[config.mk]
export PLATFORM = sky130hd
export DESIGN_NAME = div_share_ctrl
export DESIGN_NICKNAME = d
export VERILOG_FILES = /design/src/rtl/div_share_ctrl.sv
export SDC_FILE = /design/constraint.sdc
export NUM_CORES = 1
export LEC_CHECK = 0
export CAP_MARGIN = 0
export CELL_PAD_IN_SITES_DETAIL_PLACEMENT = 1
export CELL_PAD_IN_SITES_GLOBAL_PLACEMENT = 1
export CORE_UTILIZATION = 28
export CTS_CLUSTER_SIZE = 10
export DETAILED_ROUTE_END_ITERATION = 16
export PLACE_DENSITY = 0.84
export SETUP_SLACK_MARGIN = 0.5
export SYNTH_ARGS = -nofsm -noshare
export SYNTH_HDL_FRONTEND = slang
export SYNTH_SLANG_ARGS = --single-unit
[constraint.sdc]
create_clock -name clk -period 3.7 [get_ports clk]
set_input_delay 0.925 -clock clk [delete_from_list [all_inputs] [get_ports clk]]
set_output_delay 0.925 -clock clk [all_outputs]
set_load 0.05 [all_outputs]
[src/rtl/div_share_ctrl.sv]
// Round-robin controller sharing one sequential 16-bit divider among NUM_REQ requesters.
// Divide-by-zero is answered locally; other requests are issued to the divider and returned tagged.
module div_share_ctrl #(
    parameter  int unsigned NUM_REQ = 4,
    parameter  int unsigned ID_W    = 2,
    localparam int unsigned DATA_W  = 16
) (
    input  logic                        clk,
    input  logic                        rst,
    input  logic [NUM_REQ-1:0]          req_valid,
    output logic [NUM_REQ-1:0]          req_ready,
    input  logic [DATA_W*NUM_REQ-1:0]   req_dividend,
    input  logic [DATA_W*NUM_REQ-1:0]   req_divisor,
    output logic                        rsp_valid,
    input  logic                        rsp_ready,
    output logic [ID_W-1:0]             rsp_id,
    output logic [DATA_W-1:0]           rsp_quotient,
    output logic [DATA_W-1:0]           rsp_remainder,
    output logic                        rsp_dbz,
    output logic                        div_start,
    output logic [DATA_W-1:0]           div_dividend,
    output logic [DATA_W-1:0]           div_divisor,
    input  logic [DATA_W-1:0]           div_quotient,
    input  logic [DATA_W-1:0]           div_remainder,
    input  logic                        div_valid,
    output logic                        busy,
    output logic [DATA_W-1:0]           op_count
);

    typedef enum logic [1:0] {
        IDLE  = 2'd0,
        ISSUE = 2'd1,
        WAIT  = 2'd2,
        RESP  = 2'd3
    } state_t;

    state_t              state;
    state_t              state_nxt;
    logic [ID_W-1:0]     rr_ptr;
    logic [ID_W-1:0]     rr_ptr_nxt;
    logic [ID_W-1:0]     grant_id;
    logic [ID_W-1:0]     scan_idx;
    logic [ID_W:0]       scan_sum;
    logic                grant_found;
    logic                accept;
    logic [DATA_W-1:0]   sel_dividend;
    logic [DATA_W-1:0]   sel_divisor;
    logic [DATA_W-1:0]   dividend_arr [NUM_REQ];
    logic [DATA_W-1:0]   divisor_arr  [NUM_REQ];

    for (genvar i = 0; i < NUM_REQ; i++) begin : g_unpack
        assign dividend_arr[i] = req_dividend[i*DATA_W +: DATA_W];
        assign divisor_arr[i]  = req_divisor[i*DATA_W +: DATA_W];
    end

    // First valid requester at or after rr_ptr, wrapping modulo NUM_REQ
    always_comb begin
        grant_found = 1'b0;
        grant_id    = '0;
        scan_sum    = '0;
        scan_idx    = '0;
        for (int unsigned k = 0; k < NUM_REQ; k++) begin
            scan_sum = {1'b0, rr_ptr} + (ID_W+1)'(k);
            if (scan_sum >= (ID_W+1)'(NUM_REQ)) begin
                scan_sum = scan_sum - (ID_W+1)'(NUM_REQ);
            end
            scan_idx = scan_sum[ID_W-1:0];
            if (!grant_found && req_valid[scan_idx]) begin
                grant_found = 1'b1;
                grant_id    = scan_idx;
            end
        end
    end

    assign sel_dividend = dividend_arr[grant_id];
    assign sel_divisor  = divisor_arr[grant_id];
    assign accept       = (state == IDLE) && grant_found;
    assign rr_ptr_nxt   = (grant_id == ID_W'(NUM_REQ - 1)) ? '0 : grant_id + ID_W'(1);

    always_ff @(posedge clk or negedge rst) begin
        if (!rst) begin
            state <= IDLE;
        end else begin
            state <= state_nxt;
        end
    end

    always_comb begin
        state_nxt = state;
        case (state)
            IDLE:    if (accept) state_nxt = (sel_divisor == '0) ? RESP : ISSUE;
            ISSUE:   state_nxt = WAIT;
            WAIT:    if (div_valid) state_nxt = RESP;
            RESP:    if (rsp_ready) state_nxt = IDLE;
            default: state_nxt = IDLE;
        endcase
    end

    // Grant is withheld while reset is asserted so req_ready reads zero during reset
    always_comb begin
        req_ready = '0;
        div_start = 1'b0;
        rsp_valid = 1'b0;
        busy      = 1'b1;
        case (state)
            IDLE: begin
                busy = 1'b0;
                if (grant_found && rst) begin
                    req_ready = NUM_REQ'(1) << grant_id;
                end
            end
            ISSUE:   div_start = 1'b1;
            RESP:    rsp_valid = 1'b1;
            default: ;
        endcase
    end

    // Operand latch, response capture, arbitration pointer and completion count
    always_ff @(posedge clk or negedge rst) begin
        if (!rst) begin
            rr_ptr        <= '0;
            rsp_id        <= '0;
            rsp_quotient  <= '0;
            rsp_remainder <= '0;
            rsp_dbz       <= 1'b0;
            div_dividend  <= '0;
            div_divisor   <= '0;
            op_count      <= '0;
        end else begin
            case (state)
                IDLE: begin
                    if (accept) begin
                        div_dividend <= sel_dividend;
                        div_divisor  <= sel_divisor;
                        rsp_id       <= grant_id;
                        rr_ptr       <= rr_ptr_nxt;
                        if (sel_divisor == '0) begin
                            rsp_quotient  <= '1;
                            rsp_remainder <= sel_dividend;
                            rsp_dbz       <= 1'b1;
                        end
                    end
                end
                WAIT: begin
                    if (div_valid) begin
                        rsp_quotient  <= div_quotient;
                        rsp_remainder <= div_remainder;
                        rsp_dbz       <= 1'b0;
                    end
                end
                RESP: begin
                    if (rsp_ready) begin
                        op_count <= op_count + DATA_W'(1);
                    end
                end
                default: ;
            endcase
        end
    end

endmodule
Word level (Yosys, flattened, before mapping) --
Index checks and enable logic that the tools add are counted.
Cells by class: reduce and logical (&&, ||, !) cells 15, eq/ne operators 8, shifts and indexed selects 1, multiplexer cells 49, magnitude comparators 9, $add $sub $neg 9, bitwise operators 1
Operators by type and width (number):
- $mux W16 | 10
- $bmux W16 S2 | 2
- $pmux W16 S2 | 2
- $mux W2 | 13
- $add A16 B1 Y16 const B | 1
- $logic_not A16 Y1 | 1
- $mux W1 | 14
- $ge A3 B3 Y1 const B | 4
- $lt A2 B3 Y1 const B | 4
- $bmux W1 S2 | 4
- $mux W4 | 2
- $pmux W2 S4 | 1
- $sub A2 B1 Y2 const B | 4
- $add A2 B2 Y3 const B | 2
- $eq A2 B2 Y1 const B | 3
- $ne A2 B2 Y1 const B | 3
- $logic_and A1 B1 Y1 | 5
- $reduce_and A2 Y1 | 2
- $reduce_and A4 Y1 | 1
- $shl A1 B2 Y4 const A | 1
- $add A2 B1 Y3 const B | 1
- $ge A2 B3 Y1 const B | 1
- $logic_not A1 Y1 | 3
- $not A2 Y3 | 1
- other kinds (7) | 7
Word-level totals: input bits 168, bits in registers 87, output and inout bits 90

Longest topological paths before layout --
depth in word-level cells 22, depth in mapped cells 15, mapped depth without buffers 11

Worst setup path before layout --
OpenSTA, ideal clock, no wires.
kind input to output, from input port req_valid[0], to output port req_ready[0], cell stages on the path 10, path buffers 4, path slack -0.009 ns, data required time 2.775 ns, data arrival time 2.784 ns, cells stage by stage a21oi_1 o21a_1 o22a_1 clkbuf_1 buf_6 inv_1 buf_2 buf_1 ha_1 and3_1
Between the ends: longest elaborated chain between the ends 15
Ends and longest elaborated chain:
- from (decl) | line 10 | input logic [NUM_REQ-1:0] req_valid,
- $bmux W1 S2 | line 68 | if (!grant_found && req_valid[scan_idx]) begin
- $mux W1 (implied by the code) | line 68
- $mux W1 | line 68
- $logic_not A1 Y1 | line 68
- $logic_and A1 B1 Y1 | line 68
- $mux W1 | line 68
- $logic_not A1 Y1 | line 68
- $logic_and A1 B1 Y1 | line 68
- $mux W1 | line 68
- $logic_not A1 Y1 | line 68
- $logic_and A1 B1 Y1 | line 68
- $mux W2 / $mux W1 (equally long branches) | line 68
- $shl A1 B2 Y4 / $logic_and A1 B1 Y1 (equally long branches) | line 109, 108
- $mux W4 (*) | line 108 | if (grant_found && rst) begin
- $mux W4 (*) | line 105 | case (state)
- to (decl) | line 11 | output logic [NUM_REQ-1:0] req_ready,
Mark *: on every way between the ends. The rest lies on a longest branch, timed or not. The select of a mux whose other input is x is not followed.

Final worst setup path --
Ends and elaborated chain as after synthesis.

==> qor_table.md <==
| Stage | Item | This run |
|---|---|---|
| status | Result of the run | completed |
| final layout | Post-layout net count | 999 |
| synth | Sequential area share after synthesis | 45.38% |
| synth | Number of warnings issued by yosys | 0 |
| pwr | Switch Pwr | 0.003552 W |
| drt | Iteration count of the initial detailed-routing pass | 4 |
| worst setup path | Top delay family on crit path | buffers and inverters |
| clock network | Number of buffers created by CTS | 9 |
| clock network | Total clock sinks | 87 |
| synth | Fraction of post-synthesis cell area in the top cell type by area | 45.38% |
| pwr | Reg power frac | 21.4% |
| timing | Normalized max-slew margin | 62.37% |
| timing | Number of pins with negative max-slew slack in the final report | 0 |
| pwr | Leakage power | 3.750 nW |
| die | Die Span Y | 132.9 um |
| die | Top-level I/O count | 258 |
| final layout | Antenna cell count | 0 |
| pwr | Highest ir drop seen on vdd | 0.0003979 V |
| timing | Total count of hold-check failures in the final report | 0 |
| drt | Drt initial violations | 176 |
| synth | Library cells used by synthesis | 37 |
| die | Area of the die | 17660 um^2 |
| worst setup path | Required @ worst endpoint | 2.77 ns |
| timing | Tightest hold margin | 0.4428 ns |
| worst setup path | Path type of the worst setup path | input port to output port |
| placed design | Total half-perimeter wirelength after legalization and detailed placement | 14000 um |
| worst setup path | CP Max Fanout | 4 |
| synth | Fraction of registers with async set/reset | 100.0% |
| synth | Share of the synthesized area in compound gates (AO/OA/AOI/OAI) | 12.13% |
| synth | Combinational family with the most area after synthesis | simple AND/OR/NAND/NOR gates |
| synth | Share of synthesized area spent on multiplexers | 13.09% |
| placed design | RD Place Congestion | 0.8127 |
| drt | Per-cell routed wire length | 18.14 um |
| global route | Leftover overflow at the end of global routing | 0 |
| clock network | Maximum count of clock buffers along a single path | 2 |
| timing | Highest Clock Rate | 293.0 MHz |
| drt | Wire length after detailed routing | 18990 um |
| clock network | Clock slew at the register clock pins of the worst setup and hold paths | 0.07 ns |
| min path | Hold Crit Class | input port to asynchronous set/reset pin |
| synth | Gate Count Post-Synth | 532 |
| final layout | Final Core Density | 52.26% |
| clock network | H-tree lvl count | 3 |
| worst setup path | Crit end category | output port |
| synth | Post-Synthesis Mean Instance Area | 9.017 um^2 |
| synth | Flop and latch count out of synthesis | 87 |
| final layout | Share of cells above drive strength 1 | 15.36% |
| synth | Synth Area in Simple Gates | 20.03% |
| synth | Top cells by instance count after synthesis | sky130_fd_sc_hd__nand2_1 (156), sky130_fd_sc_hd__dfrtp_1 (87), sky130_fd_sc_hd__o21ai_0 (69), sky130_fd_sc_hd__mux2i_1 (29), sky130_fd_sc_hd__nand3_1 (26) |
| timing | Worst Max-Slew Pin Slew | 0.5627 ns |
| final layout | P&R area growth vs syn | 81.30% |
| worst setup path | CP Launch Type | input port |
| drt | Number of nets still failing antenna checks after routing | 0 |
| synth | Largest area contributor in the synthesized netlist | sky130_fd_sc_hd__dfrtp_1 |
| die | Die W | 132.9 um |
| worst setup path | Critical path's most frequent cell | sky130_fd_sc_hd__buf_6 |
| timing | Total of endpoints with negative setup slack in the final report | 0 |
| pwr | Cell Pwr Density | 851.6 nW/um^2 |
| global route | Number of global-route vias before repair | 5248 |
| global route | GRT Total Usage | 20.62% |
| synth | Synthesized-area fraction occupied by xor and xnor cells | 2.739% |
| global route | First-pass GRT wire length | 28310 um |
| synth | Number of enable flip-flop cells after synthesis | 0 |
| timing | Clk_skew | 0.008051 ns |
| die | Placement row count | 47 |
| global route | Number of antenna violations at the first check in global routing | 0 |
| die | Placeable Area | 16640 um^2 |
| job | Max cap viols | 0 |
| clock network | CTS Hold Bufs | 0 |
| synth | Leading register cell type out of synthesis | sky130_fd_sc_hd__dfrtp_1 |
| timing | Tmin final | 3.413 ns |
| pwr | Portion of total power attributed to combinational logic | 66.5% |
| pwr | Relative contribution of the clock network to total power | 12.1% |
| global route | Pin count of the biggest net entering global routing | 38 |
| pwr | Internal power of the cells | 0.003854 W |
| worst setup path | Cells along the critical path | buf_6 -> buf_6 -> mux2i_1 -> nor2_1 -> nor3_4 -> buf_12 -> clkinvlp_4 -> ha_4 -> and3_4 -> buf_8 |
| pwr | Switching portion of total power | 47.96% |
| timing | Post-route fraction of the period consumed by the critical path | 92.25% |
| synth | Adder-cell share of the synthesized area | 2.347% |
| drt | DRC violation count after routing | 0 |
| clock network | Source-to-sink clock delay at the later pin of the worst-skew pair | 0.34 ns |
| clock network | Clock tree from TritonCTS | done |
| worst setup path | Worst path buffer plus inverter count | 5 |
| timing | RSZ-0062 raised after global routing | true |
| placed design | Number of port buffers | 257 |
| worst setup path | Data arrival time of the worst path | 2.49 ns |
| synth | Most numerous cell in the Yosys netlist | sky130_fd_sc_hd__nand2_1 |
| synth | Area of the mapped netlist | 4797 um^2 |
| worst setup path | Maximum cell stage delay along the critical path | 0.28 ns |
| synth | Post-Syn Nets | 709 |
| drt | Routed via count divided by cell count | 4.781 |
| die | Starting density of the core | 28.82% |
| worst setup path | Critical path's slowest cell | sky130_fd_sc_hd__nor3_4 |
| drt | Routed vias | 5006 |
| synth | Dominant cells by area after synthesis | sky130_fd_sc_hd__dfrtp_1 (45%), sky130_fd_sc_hd__nand2_1 (12%), sky130_fd_sc_hd__o21ai_0 (7.2%), sky130_fd_sc_hd__mux2i_1 (6.1%), sky130_fd_sc_hd__mux2_1 (4.2%) |
| clock network | Library cell used as clock root buffer | sky130_fd_sc_hd__clkbuf_16 |
[layer usage]
| layer | vias up | track usage, % | routed length (um) |
|---|---|---|---|
| li1 | 2391 | - | - |
| met1 | 2428 | 25.33 | 8105 |
| met2 | 168 | 36.45 | 9620 |
| met3 | 19 | 4.061 | 966 |
| met4 | 0 | 5.747 | 297 |
| met5 | - | 0 | 0 |
[layout make-up]
type	instances	area, um^2
inverters	10	48.80
multi-input cells	402	2631
clock inverters	6	52.55
clock buffers	10	239.0
repair buffers	312	3273
flip-flops and latches	87	2177
fillers	1900	7945
well taps	220	275.3
[repair_timing]
action | in CTS | in global routing
setup endpoints to repair | 39 | 36
pin swaps | 5 | 6
resized for setup | 45 | 51
setup buffers | 10 | 4
cloned | 1 | 6
[path summary, 6_finish.rpt]
kind                                      from  slack (ns)  cells past startpoint           endpoint
worst max-delay path              req_valid[0]        0.29                     10       req_ready[0]
worst min-delay path                       rst        0.44                      1   rsp_quotient[10]
worst max register to register       rr_ptr[1]        0.53                     14  rsp_remainder[15]
worst min register to register  div_divisor[1]        0.48                      2     div_divisor[1]
max in group asynchronous                  rst        2.50                      2    div_dividend[0]
min in group clk                div_divisor[1]        0.48                      2     div_divisor[1]
[cell usage in the layout (no fill, tap or decap), drive strengths merged, types with 3 or more instances in the layout]
master	count
and3	10
clkdlybuf4s50	247
xor2	7
nor3	5
mux2	30
nor4	3
ha	9
dfrtp	87
inv	11
buf	58
clkbuf	15
mux2i	29
nand3	27
clkinvlp	3
o21ai	69
xnor2	8
nand2	157
o22a	16
a21oi	6
nor2	13
[registers in the layout (all words and copies together) (netlist names)]
signal / cells
op_count: 16
rsp_quotient: 16
rsp_dbz: 1
rsp_remainder: 16
rsp_id: 2
div_dividend: 16
rr_ptr: 2
div_divisor: 16
state: 2
[power by group through the flow]
stage / Combinational, W / Clock, W / Sequential (W)
after floorplan: 0.00156 / 0 / 0.00277
after global placement: 0.00425 / 0 / 0.00157
after detailed placement: 0.00435 / 0 / 0.00160
after CTS: 0.00452 / 0.000923 / 0.00158
after global routing: 0.00524 / 0.000961 / 0.00163
final: 0.00492 / 0.000900 / 0.00158
[stage by stage]
| step | TNS [ns] | total power, W | worst slack (ns) | instance area, um^2 | cells |
|---|---|---|---|---|---|
| 2_1_floorplan | 0 | 0.004327 | 0.4852 | 4851 | 532 |
| 3_3_place_gp | -8.271 | 0.005822 | -0.2691 | 7829 | 1010 |
| 3_5_place_dp | -12.46 | 0.005944 | -0.4479 | 7829 | 1010 |
| 4_1_cts | 0 | 0.007028 | 0.3119 | 8339 | 1037 |
| 5_1_grt | 0 | 0.007835 | 0.2390 | 8697 | 1047 |
| 6_report | 0 | 0.007406 | 0.2866 | 8697 | 1047 |
[cell families (layout without fill, tap and decap cells)]
logic type / after synthesis / after routing
XOR/XNOR: 15 / 15
flip-flops: 87 / 87
AND/OR/NAND/NOR: 221 / 221
AO/OA/AOI/OAI: 98 / 98
buffers and inverters: 43 / 338
multiplexers: 59 / 59
adder cells (fa/ha/maj): 9 / 9
No activity file was read; power rests on OpenSTA's default activity.
